==> src/rtl/serial_mod5_tx.sv <==
// Parallel-to-serial transmitter for the serial divisible-by-5 checker.
// Shifts each accepted word out MSB first and tracks the expected checker output.
module serial_mod5_tx #(
    parameter int WIDTH       = 8,
    parameter int IDLE_CYCLES = 0
) (
    input  logic             clk,
    input  logic             resetn,
    input  logic             s_valid,
    output logic             s_ready,
    input  logic [WIDTH-1:0] s_data,
    output logic             dout,
    output logic             dout_valid,
    output logic             dout_last,
    output logic             rx_clr_n,
    output logic             exp_div5,
    output logic             word_done,
    output logic             word_div5
);

    typedef enum logic [1:0] {IDLE, CLR, SHIFT, GAP} state_t;

    localparam int            IW       = (WIDTH > 1) ? $clog2(WIDTH) : 1;
    localparam logic [IW-1:0] IDX_TOP  = IW'(WIDTH - 1);
    localparam logic [IW-1:0] IDX_ONE  = IW'(1);
    localparam logic [3:0]    GAP_LAST = (IDLE_CYCLES > 0) ? 4'(IDLE_CYCLES - 1) : 4'd0;

    state_t           r_state;
    logic [WIDTH-1:0] r_shift;
    logic [IW-1:0]    r_idx;
    logic [3:0]       r_gap;
    logic [2:0]       r_residue;
    logic             r_dout;
    logic             r_dout_valid;
    logic             r_dout_last;
    logic             r_rx_clr_n;
    logic             r_word_done;
    logic             r_word_div5;

    logic [2:0]       w_res_safe;
    logic [3:0]       w_sum;
    logic [2:0]       w_res_next;

    // Out-of-range residues (5..7) are treated as 0 before doubling.
    assign w_res_safe = (r_residue > 3'd4) ? 3'd0 : r_residue;
    assign w_sum      = {w_res_safe, 1'b0} + {3'b000, r_dout};
    assign w_res_next = (w_sum >= 4'd5) ? 3'(w_sum - 4'd5) : w_sum[2:0];

    assign s_ready    = (r_state == IDLE);
    assign exp_div5   = (w_res_safe == 3'd0);
    assign dout       = r_dout;
    assign dout_valid = r_dout_valid;
    assign dout_last  = r_dout_last;
    assign rx_clr_n   = r_rx_clr_n;
    assign word_done  = r_word_done;
    assign word_div5  = r_word_div5;

    always_ff @(posedge clk or negedge resetn) begin
        if (!resetn) begin
            r_state      <= IDLE;
            r_shift      <= '0;
            r_idx        <= '0;
            r_gap        <= '0;
            r_residue    <= 3'd0;
            r_dout       <= 1'b0;
            r_dout_valid <= 1'b0;
            r_dout_last  <= 1'b0;
            r_rx_clr_n   <= 1'b1;
            r_word_done  <= 1'b0;
            r_word_div5  <= 1'b0;
        end else begin
            r_word_done <= 1'b0;
            r_word_div5 <= 1'b0;
            case (r_state)
                IDLE: begin
                    if (s_valid) begin
                        r_shift    <= s_data;
                        r_rx_clr_n <= 1'b0;
                        r_residue  <= 3'd0;
                        r_state    <= CLR;
                    end
                end
                CLR: begin
                    r_rx_clr_n   <= 1'b1;
                    r_dout       <= r_shift[WIDTH-1];
                    r_shift      <= {r_shift[WIDTH-2:0], 1'b0};
                    r_dout_valid <= 1'b1;
                    r_dout_last  <= 1'b0;
                    r_idx        <= IDX_TOP;
                    r_state      <= SHIFT;
                end
                SHIFT: begin
                    // The residue absorbs the bit currently on dout at the end of its cycle.
                    r_residue <= w_res_next;
                    if (r_idx == '0) begin
                        r_dout       <= 1'b0;
                        r_dout_valid <= 1'b0;
                        r_dout_last  <= 1'b0;
                        r_word_done  <= 1'b1;
                        r_word_div5  <= (w_res_next == 3'd0);
                        r_gap        <= '0;
                        r_state      <= (IDLE_CYCLES == 0) ? IDLE : GAP;
                    end else begin
                        r_idx       <= r_idx - IDX_ONE;
                        r_dout      <= r_shift[WIDTH-1];
                        r_shift     <= {r_shift[WIDTH-2:0], 1'b0};
                        r_dout_last <= (r_idx == IDX_ONE);
                    end
                end
                GAP: begin
                    if (r_gap == GAP_LAST) begin
                        r_state <= IDLE;
                    end else begin
                        r_gap <= r_gap + 4'd1;
                    end
                end
                default: r_state <= IDLE;
            endcase
        end
    end

endmodule

==> config.mk <==
export PLATFORM = sky130hd
export DESIGN_NAME = serial_mod5_tx
export DESIGN_NICKNAME = d
export VERILOG_FILES = /design/src/rtl/serial_mod5_tx.sv
export SDC_FILE = /design/constraint.sdc
export NUM_CORES = 1
export LEC_CHECK = 0
export ABC_AREA = 1
export CELL_PAD_IN_SITES_DETAIL_PLACEMENT = 0
export CELL_PAD_IN_SITES_GLOBAL_PLACEMENT = 1
export CORE_MARGIN = 8
export CORE_UTILIZATION = 25
export CTS_CLUSTER_SIZE = 28
export DETAILED_ROUTE_END_ITERATION = 10
export PLACE_DENSITY = 0.62
export SLEW_MARGIN = 20
export SYNTH_ARGS = -nofsm -noshare
export SYNTH_HDL_FRONTEND = slang
export SYNTH_SLANG_ARGS = --single-unit
==> constraint.sdc <==
create_clock -name clk -period 2 [get_ports clk]
set_input_delay 0.5 -clock clk [delete_from_list [all_inputs] [get_ports clk]]
set_output_delay 0.5 -clock clk [all_outputs]
set_load 0.01 [all_outputs]
* Word-level counts from Yosys, hierarchy flattened *
Index checks and enable logic that the tools add are counted.

storage, ports and cells
  bits in registers = 26
  logic and storage cells = 71
  output and inout bits = 8
  input bits = 11

cells by class
  muxes and demuxes = 28
  $add $sub $neg = 4
  magnitude comparators = 2
  reduce and logical (&&, ||, !) cells = 17
  equality and inequality tests = 9

operators with widths
  kind                 count
  $pmux 8 s3           1
  $mux 8               2
  $mux 3               4
  $pmux 3 s2           2
  $ne 2x2->1 const B   5
  $logic_not 3->1      3
  $reduce_and 3->1     3
  $mux 1               8
  $mux 4               2
  $pmux 1 s2           4
  $pmux 2 s4           1
  $pmux 4 s2           1
  $reduce_and 2->1     4
  $reduce_bool 2->1    4
  $mux 2               3
  $add 4x1->4          1
  $add 4x1->4 const B  1
  $eq 2x2->1 const B   2
  $ge 4x3->1 const B   1
  $logic_not 4->1      1
  $eq 3x1->1 const B   1
  $gt 3x3->1 const B   1
  $reduce_bool 3->1    1
  $sub 3x1->3 const B  1
  3 further kinds      3

* Depth between registers and ports, before layout *
Gate-level depths: netlist of run 1.

  depth in word-level cells = 8
  mapped depth = 10
  gate-level depth less buffers = 10

* Least setup slack after synthesis of run 1 *
Ideal clock, no wire load.

  path kind = flip-flop to flip-flop
  start point = register r_state[0]
  end point = register r_shift[4]
  data required time = 1883 ps
  slack = 532 ps
  library setup time = 117 ps
  period minus slack after synthesis = 1468 ps
  arrival = 1351 ps
  cell stages (with the launch flop) = 9
  buffers on the path = 1
  cells stage by stage = dfrtp_1 inv_1 ha_1 inv_1 nor2_1 nor3_4 buf_6 nand2_1 o21ai_2

on the way
  cells in the longest elaborated chain, start to end = 3
  elaborated cells between the ends (all ways) = 8
  classes of those cells = eq/ne (4); mux (1); reduce/logical (3)

RTL lines
  what                                                                     RTL line  text
  start, declared                                                          28        state_t r_state;
  start signal, assigned                                                   102       r_state <= (IDLE_CYCLES == 0) ? IDLE : GAP;
  $logic_not 2->1 *                                                        --
  via s_ready                                                              10        output logic s_ready,
  $ne 2x2->1 (no source line) / $reduce_bool 3->1 (equally long branches)  --
  $reduce_and 3->1 (no source line)                                        --
  end signal, assigned                                                     77        r_shift <= s_data;
  end signal, assigned                                                     86        r_shift <= {r_shift[WIDTH-2:0], 1'b0};
  end signal, assigned                                                     106       r_shift <= {r_shift[WIDTH-2:0], 1'b0};
  end, declared                                                            29        logic [WIDTH-1:0] r_shift;

The timed path passes the listed nets; every way through them passes the cells marked *.
A chain may end at the register's enable or synchronous reset.

* Worst setup path after layout of run 1 *
  start point = register r_rx_clr_n (netlist: rx_clr_n)
  end point = output port rx_clr_n

RTL lines
  what                    RTL line  text
  start, declared         36        logic r_rx_clr_n;
  start signal, assigned  68        r_rx_clr_n <= 1'b1;
  start signal, assigned  78        r_rx_clr_n <= 1'b0;
  start signal, assigned  84        r_rx_clr_n <= 1'b1;
  end, declared           15        output logic rx_clr_n,

No word-level cell between the ends.

==> results.yml, run 1 <==
floorplan:
  core-area_mm2: 0.00554
  die_w_um: 92.1
  io_pins: 19
  die_area_mm2: 0.00849
  dieHeight_um: 92.1
  row_count: 27
  initial_utilization_pct: 26.2
drt:
  drt-total-wl_mm: 2.96
  drtPass1Iterations: 4
  ant_nets: 0
  dr.first_iter.drc_count: 24
  via_per_inst: 4.16
  post-route-drc-count: 0
  num_vias: 1164
  wire_per_inst_um: 10.6
grt:
  grt.total_usage_pct: 7.41
  grt_antenna_before_repair: 0
  grt_pass1_wl_mm: 5.17
  overflow: 0
  grt_max_degree: 27
  grt_pass1_vias: 1169
sta:
  finalHoldViolCount: 0
  relSlewSlack_pct: 73.8
  whs_ns: 0.497
  rsz0062_at_grt: "no"
  setup_viol: 0
  fmax_mhz: 542
  drv_slew: 0
  worst_pin_slew_ns: 0.392
  fin_crit_sh_pct: 92.2
  finalCriticalPeriod_ns: 1.84
  skew_ns: 0.00529
  setup_tns_ns: 0
setup_path:
  start_kind: "register"
  criticalPathCategory: "reg2out"
  critPathRequiredTime_ns: 1.50
  cp_max_fo: 2
  path_delay_family: "flip-flops"
  r2r_slack_ns: 0.29
  slowest_delay_ns: 0.54
  path_cells: "clkdlybuf4s50_1"
  critPathCaptureType: "primary output"
  critPathArrivalTime_ns: 1.34
  crit_slowest_cell: "dfstp_2"
  critPathBufInv: 1
synthesis:
  netlist_top_cells_area: "dfrtp_1 (43%), nand2_1 (12%), ha_1 (9.5%), o21ai_0 (8.3%), inv_1 (7.5%)"
  ys_seq_area_share_pct: 45.0
  synth_cell_type_count: 23
  yosys.area.top_type: "dfrtp_1"
  syn_inst: 179
  yosysWarnings: 0
  synth_fp_nets: 201
  avgSynthCellArea_um2: 8.09
  syn_area_mm2: 0.00145
  ys_ff_latch: 26
  synth_top_area_share_pct: 43.2
cts:
  clockRootBuffer: "clkbuf_8"
  cts.sinks: 26
  cts_tree: "yes"
  clk_pin_slew_ns: 0.09
  cts_htree_levels: 1
  cts_buffers: 3
  insertion_delay_ns: 0.28
  cts_buffer_depth: 2
outcome:
  outcome: "completed"
power:
  cellPowerDensity_mw_per_mm2: 1300
  ir_drop_mv: 0.356
  p_leak_nw: 0.911
  total_power_mw: 2.39
cells_and_area:
  final_cell_area_mm2: 0.00184
  layout_common_cells: "nand2_1 (46), inv_1 (29), dfrtp_1 (25), o21ai_0 (24), clkdlybuf4s50_1 (16)"
  n_antenna_cell: 0
  multiInputGateArea_um2: 677
  layout_commonest_cell: "nand2_1"
  n_fill_cell: 603
  seqCellArea_um2: 652
  area_growth_pct: 26.7
  final_nets: 231
  layout-drive-gt1-share_pct: 12.5
  finalNonFillerCells: 280
run:
  maxCapViolations: 0
placement:
  place_area_mm2: 0.00174
  dp_cells: 272
  place_congestion: 0.754
  port_buffers: 18
  dp_hpwl_mm: 2.25
worst_hold_path:
  min_path_type: "reg2reg"
-- sequential cells by signal, summed over array words and instances (netlist names), 2 cells and up --
name	flops
r_shift	8
r_gap	4
r_state	2
r_residue	3
r_idx	3
-- power breakdown --
group          total, mW  switching, mW  internal (mW)
combinational       1.26          0.752          0.508
sequential         0.784         0.0862          0.697
clock              0.348          0.171          0.176
total               2.39           1.01           1.38
-- cells in the mapped netlist --
cell type / instances
o21ai_1: 1
nor2_2: 1
ha_1: 11
o21ai_2: 4
inv_2: 1
dfstp_2: 1
buf_2: 1
nor2_1: 11
nand2_1: 47
nor3_4: 1
a21oi_1: 2
o21ai_0: 24
nor3_1: 1
nand3b_2: 1
a32oi_1: 1
nand3_1: 10
o22ai_1: 1
dfrtp_1: 25
nand4_1: 1
inv_1: 29
buf_6: 1
nand2_2: 1
xor2_1: 3
-- through the flow --
stage / setup WS, ns / utilization (%)
4_1_cts: -0.0806 / 32.5
6_report: 0.156 / 33.1
5_1_grt: 0.115 / 33.1
3_5_place_dp: 0.221 / 31.4
3_3_place_gp: 0.246 / 31.4
2_1_floorplan: 0.532 / -
-- final timing paths --
kind | startpoint | end | depth (start not counted)
min reg2reg | rx_clr_n | rx_clr_n | 2
max in group asynchronous | resetn | rx_clr_n | 2
min in group asynchronous | resetn | r_shift[1] | 2
max | rx_clr_n | rx_clr_n | 1
max reg2reg | r_residue[0] | word_div5 | 11
min | rx_clr_n | rx_clr_n | 2
-- cells by family after synthesis --
logic type / count (synthesis) / synth area share, %
xor+xnor: 3 / 1.81
simple gates: 74 / 22.0
buf+inv: 32 / 8.89
fa+ha+maj: 11 / 9.50
flops: 26 / 45.0
compound gates: 33 / 12.8
-- per-layer routing --
| metal | GRT usage [%] | part of all wire [%] | vias up | wire length [um] |
|---|---|---|---|---|
| li1 | - | - | 623 | - |
| met1 | 8.86 | 47 | 525 | 1390 |
| met2 | 11.9 | 48 | 11 | 1420 |
| met3 | 1.63 | 2.9 | 5 | 87 |
| met4 | 4.43 | 2.4 | 0 | 72 |
| met5 | 0 | 0 | - | 0 |
-- what timing repair did --
action                                  4_1_cts  5_1_grt
gates resized for setup                       1        4
hold buffers                                  0        0
buffers inserted                              1        3
endpoints found under the setup margin        2        1
-- cell type report --
class / count / area share [%]
clock buffers: 4 / 3.00
inverters: 30 / 6.13
multi-input cells: 121 / 36.9
flip-flops and latches: 26 / 35.5
well taps: 72 / 4.91
repair buffers: 27 / 13.6
No activity file was read; power rests on OpenSTA's default activity.
==> run 2: changes to the inputs <==
- CAP_MARGIN: unset -> 20
==> results of run 2 <==
Same layout as run 1: the final DEF is identical, and so are final timing and power.
==> run 3: changes to the inputs <==
- PLACE_DENSITY: 0.62 -> 0.64
- clock period: 2 -> 1.5 ns (I/O delays scaled with it)
==> results.yml, run 3 (synthesis results as in run 1) <==
outcome:
  outcome: "finished, violations left"
  violations: "setup timing"
setup_path:
  critPathArrivalTime_ns: 1.28
  cp_max_fo: 3
  crit_path_end: "exp_div5"
  rr_worst_depth: 11
  criticalPathCategory: "reg2out"
  crit_path_start: "r_residue[0]"
  rr_startpoint: "r_residue[0]"
  critPathRequiredTime_ns: 1.12
  r2r_end: "word_div5"
  r2r_slack_ns: -0.08
  start_kind: "register"
  critPathCaptureType: "primary output"
floorplan:
  io_pins: 19
  dieHeight_um: 92.1
  die_area_mm2: 0.00849
  row_count: 27
  die_w_um: 92.1
  initial_utilization_pct: 26.2
  core-area_mm2: 0.00554
grt:
  grt_antenna_before_repair: 0
  grt_pass1_vias: 1230
  grt.total_usage_pct: 8.08
  overflow: 0
  grt_pass1_wl_mm: 5.64
  grt_max_degree: 27
sta:
  setup_viol: 4
  finalCriticalPeriod_ns: 1.65
  fmax_mhz: 605
  relSlewSlack_pct: 84.0
  fin_crit_sh_pct: 110
  drv_slew: 0
  layout_setup_ws_ns: -0.153
  finalHoldViolCount: 0
  worst_pin_slew_ns: 0.238
  skew_ns: 0.00757
  rsz0062_at_grt: "yes"
cells_and_area:
  layout_common_cells: "nand2_1 (41), buf_4 (31), dfrtp_1 (25), inv_1 (21), o21ai_0 (19)"
  final_nets: 256
  area_growth_pct: 49.1
  regMostFlops: "r_shift"
  largest_registers: "r_shift (8), r_gap (4)"
  final_util_pct: 39.0
  n_antenna_cell: 0
  final_cell_area_mm2: 0.00216
  n_fill_cell: 597
  largest_reg_flops: 8
  layout_commonest_cell: "nand2_1"
  layout-drive-gt1-share_pct: 34.3
placement:
  place_area_mm2: 0.00192
  place_congestion: 0.754
  post-place-ws_ns: -0.154
  dp_hpwl_mm: 2.41
  port_buffers: 18
drt:
  post-route-drc-count: 0
  drt-total-wl_mm: 3.26
  ant_nets: 0
  drtPass1Iterations: 4
  via_per_inst: 4.12
  num_vias: 1257
  dr.first_iter.drc_count: 61
  wire_per_inst_um: 10.7
power:
  total_power_mw: 3.95
  cellPowerDensity_mw_per_mm2: 1830
  ir_drop_mv: 0.601
  p_leak_nw: 1.06
cts:
  cts_htree_levels: 1
  cts_buffers: 3
  cts_buffer_depth: 2
  insertion_delay_ns: 0.27
  clk_pin_slew_ns: 0.09
  holdBufCountCts: 0
  clockRootBuffer: "clkbuf_8"
  cts_tree: "yes"
  cts.sinks: 26
worst_hold_path:
  min_path_type: "in2async"
run:
  maxCapViolations: 0
run 3: cell types whose count changed in the layout (fill, tap and decap cells not counted), moves of 6 or more:
cell	change
buf_4	+22
clkdlybuf4s50_1	-6
inv_2	+6
ha_1	-6
inv_1	-8
run 3: critical path, cell delays in order, from the launching register on:
cell and delay (ns):
dfrtp_1 0.42, nor2_2 0.16, o21ai_2 0.08, buf_4 0.13
nand3_2 0.06, inv_1 0.03, buf_2 0.12
run 3: through the flow:
stage / TNS, ns / hold WS (ns) / std cells
after CTS: -0.306 / 0.449 / 299
final: -0.295 / 0.448 / 305
after global placement: -1.20 / 0.496 / 293
after detailed placement: -1.49 / 0.492 / 293
after floorplan: 0 / 0.0794 / 179
after global routing: -0.815 / 0.460 / 305
run 3: per-layer routing:
metal,track usage (%),vias to the layer above,wire length [um],part of all wire [%]
met1,9.90,566,1490,46
met5,0,-,0,0
met4,4.03,0,65,2.0
met3,1.79,5,109,3.3
met2,13.1,11,1600,49
li1,-,675,-,-
run 3: layout make-up:
| class | count | area [um2] | share of cell area [%] |
|---|---|---|---|
| Clock buffer | 4 | 55.1 | 2.55 |
| Inverter | 30 | 118 | 5.44 |
| Multi-Input combinational cell | 121 | 800 | 37.0 |
| Sequential cell | 26 | 652 | 30.2 |
| Tap cell | 72 | 90.1 | 4.17 |
| Timing Repair Buffer | 52 | 447 | 20.7 |
run 3: worst min-delay path by stage:
stage                         start          to
after global placement     rx_clr_n    rx_clr_n
final                        resetn    r_gap[0]
after floorplan              resetn        dout
after detailed placement  dout_last   dout_last
after CTS                    resetn  r_shift[2]
after global routing         resetn  r_shift[2]
run 3: timing repair:
item | in CTS | in global routing
endpoints found under the setup margin | 25 | 24
pin swaps | 10 | 12
setup buffers | 3 | 6
gates resized for setup | 26 | 35
run 3: report_power, final:
part           internal [mW]  leakage, nW  switching [mW]
clock network          0.235       0.0288           0.224
registers              0.930        0.325           0.117
logic                   1.16        0.705            1.28
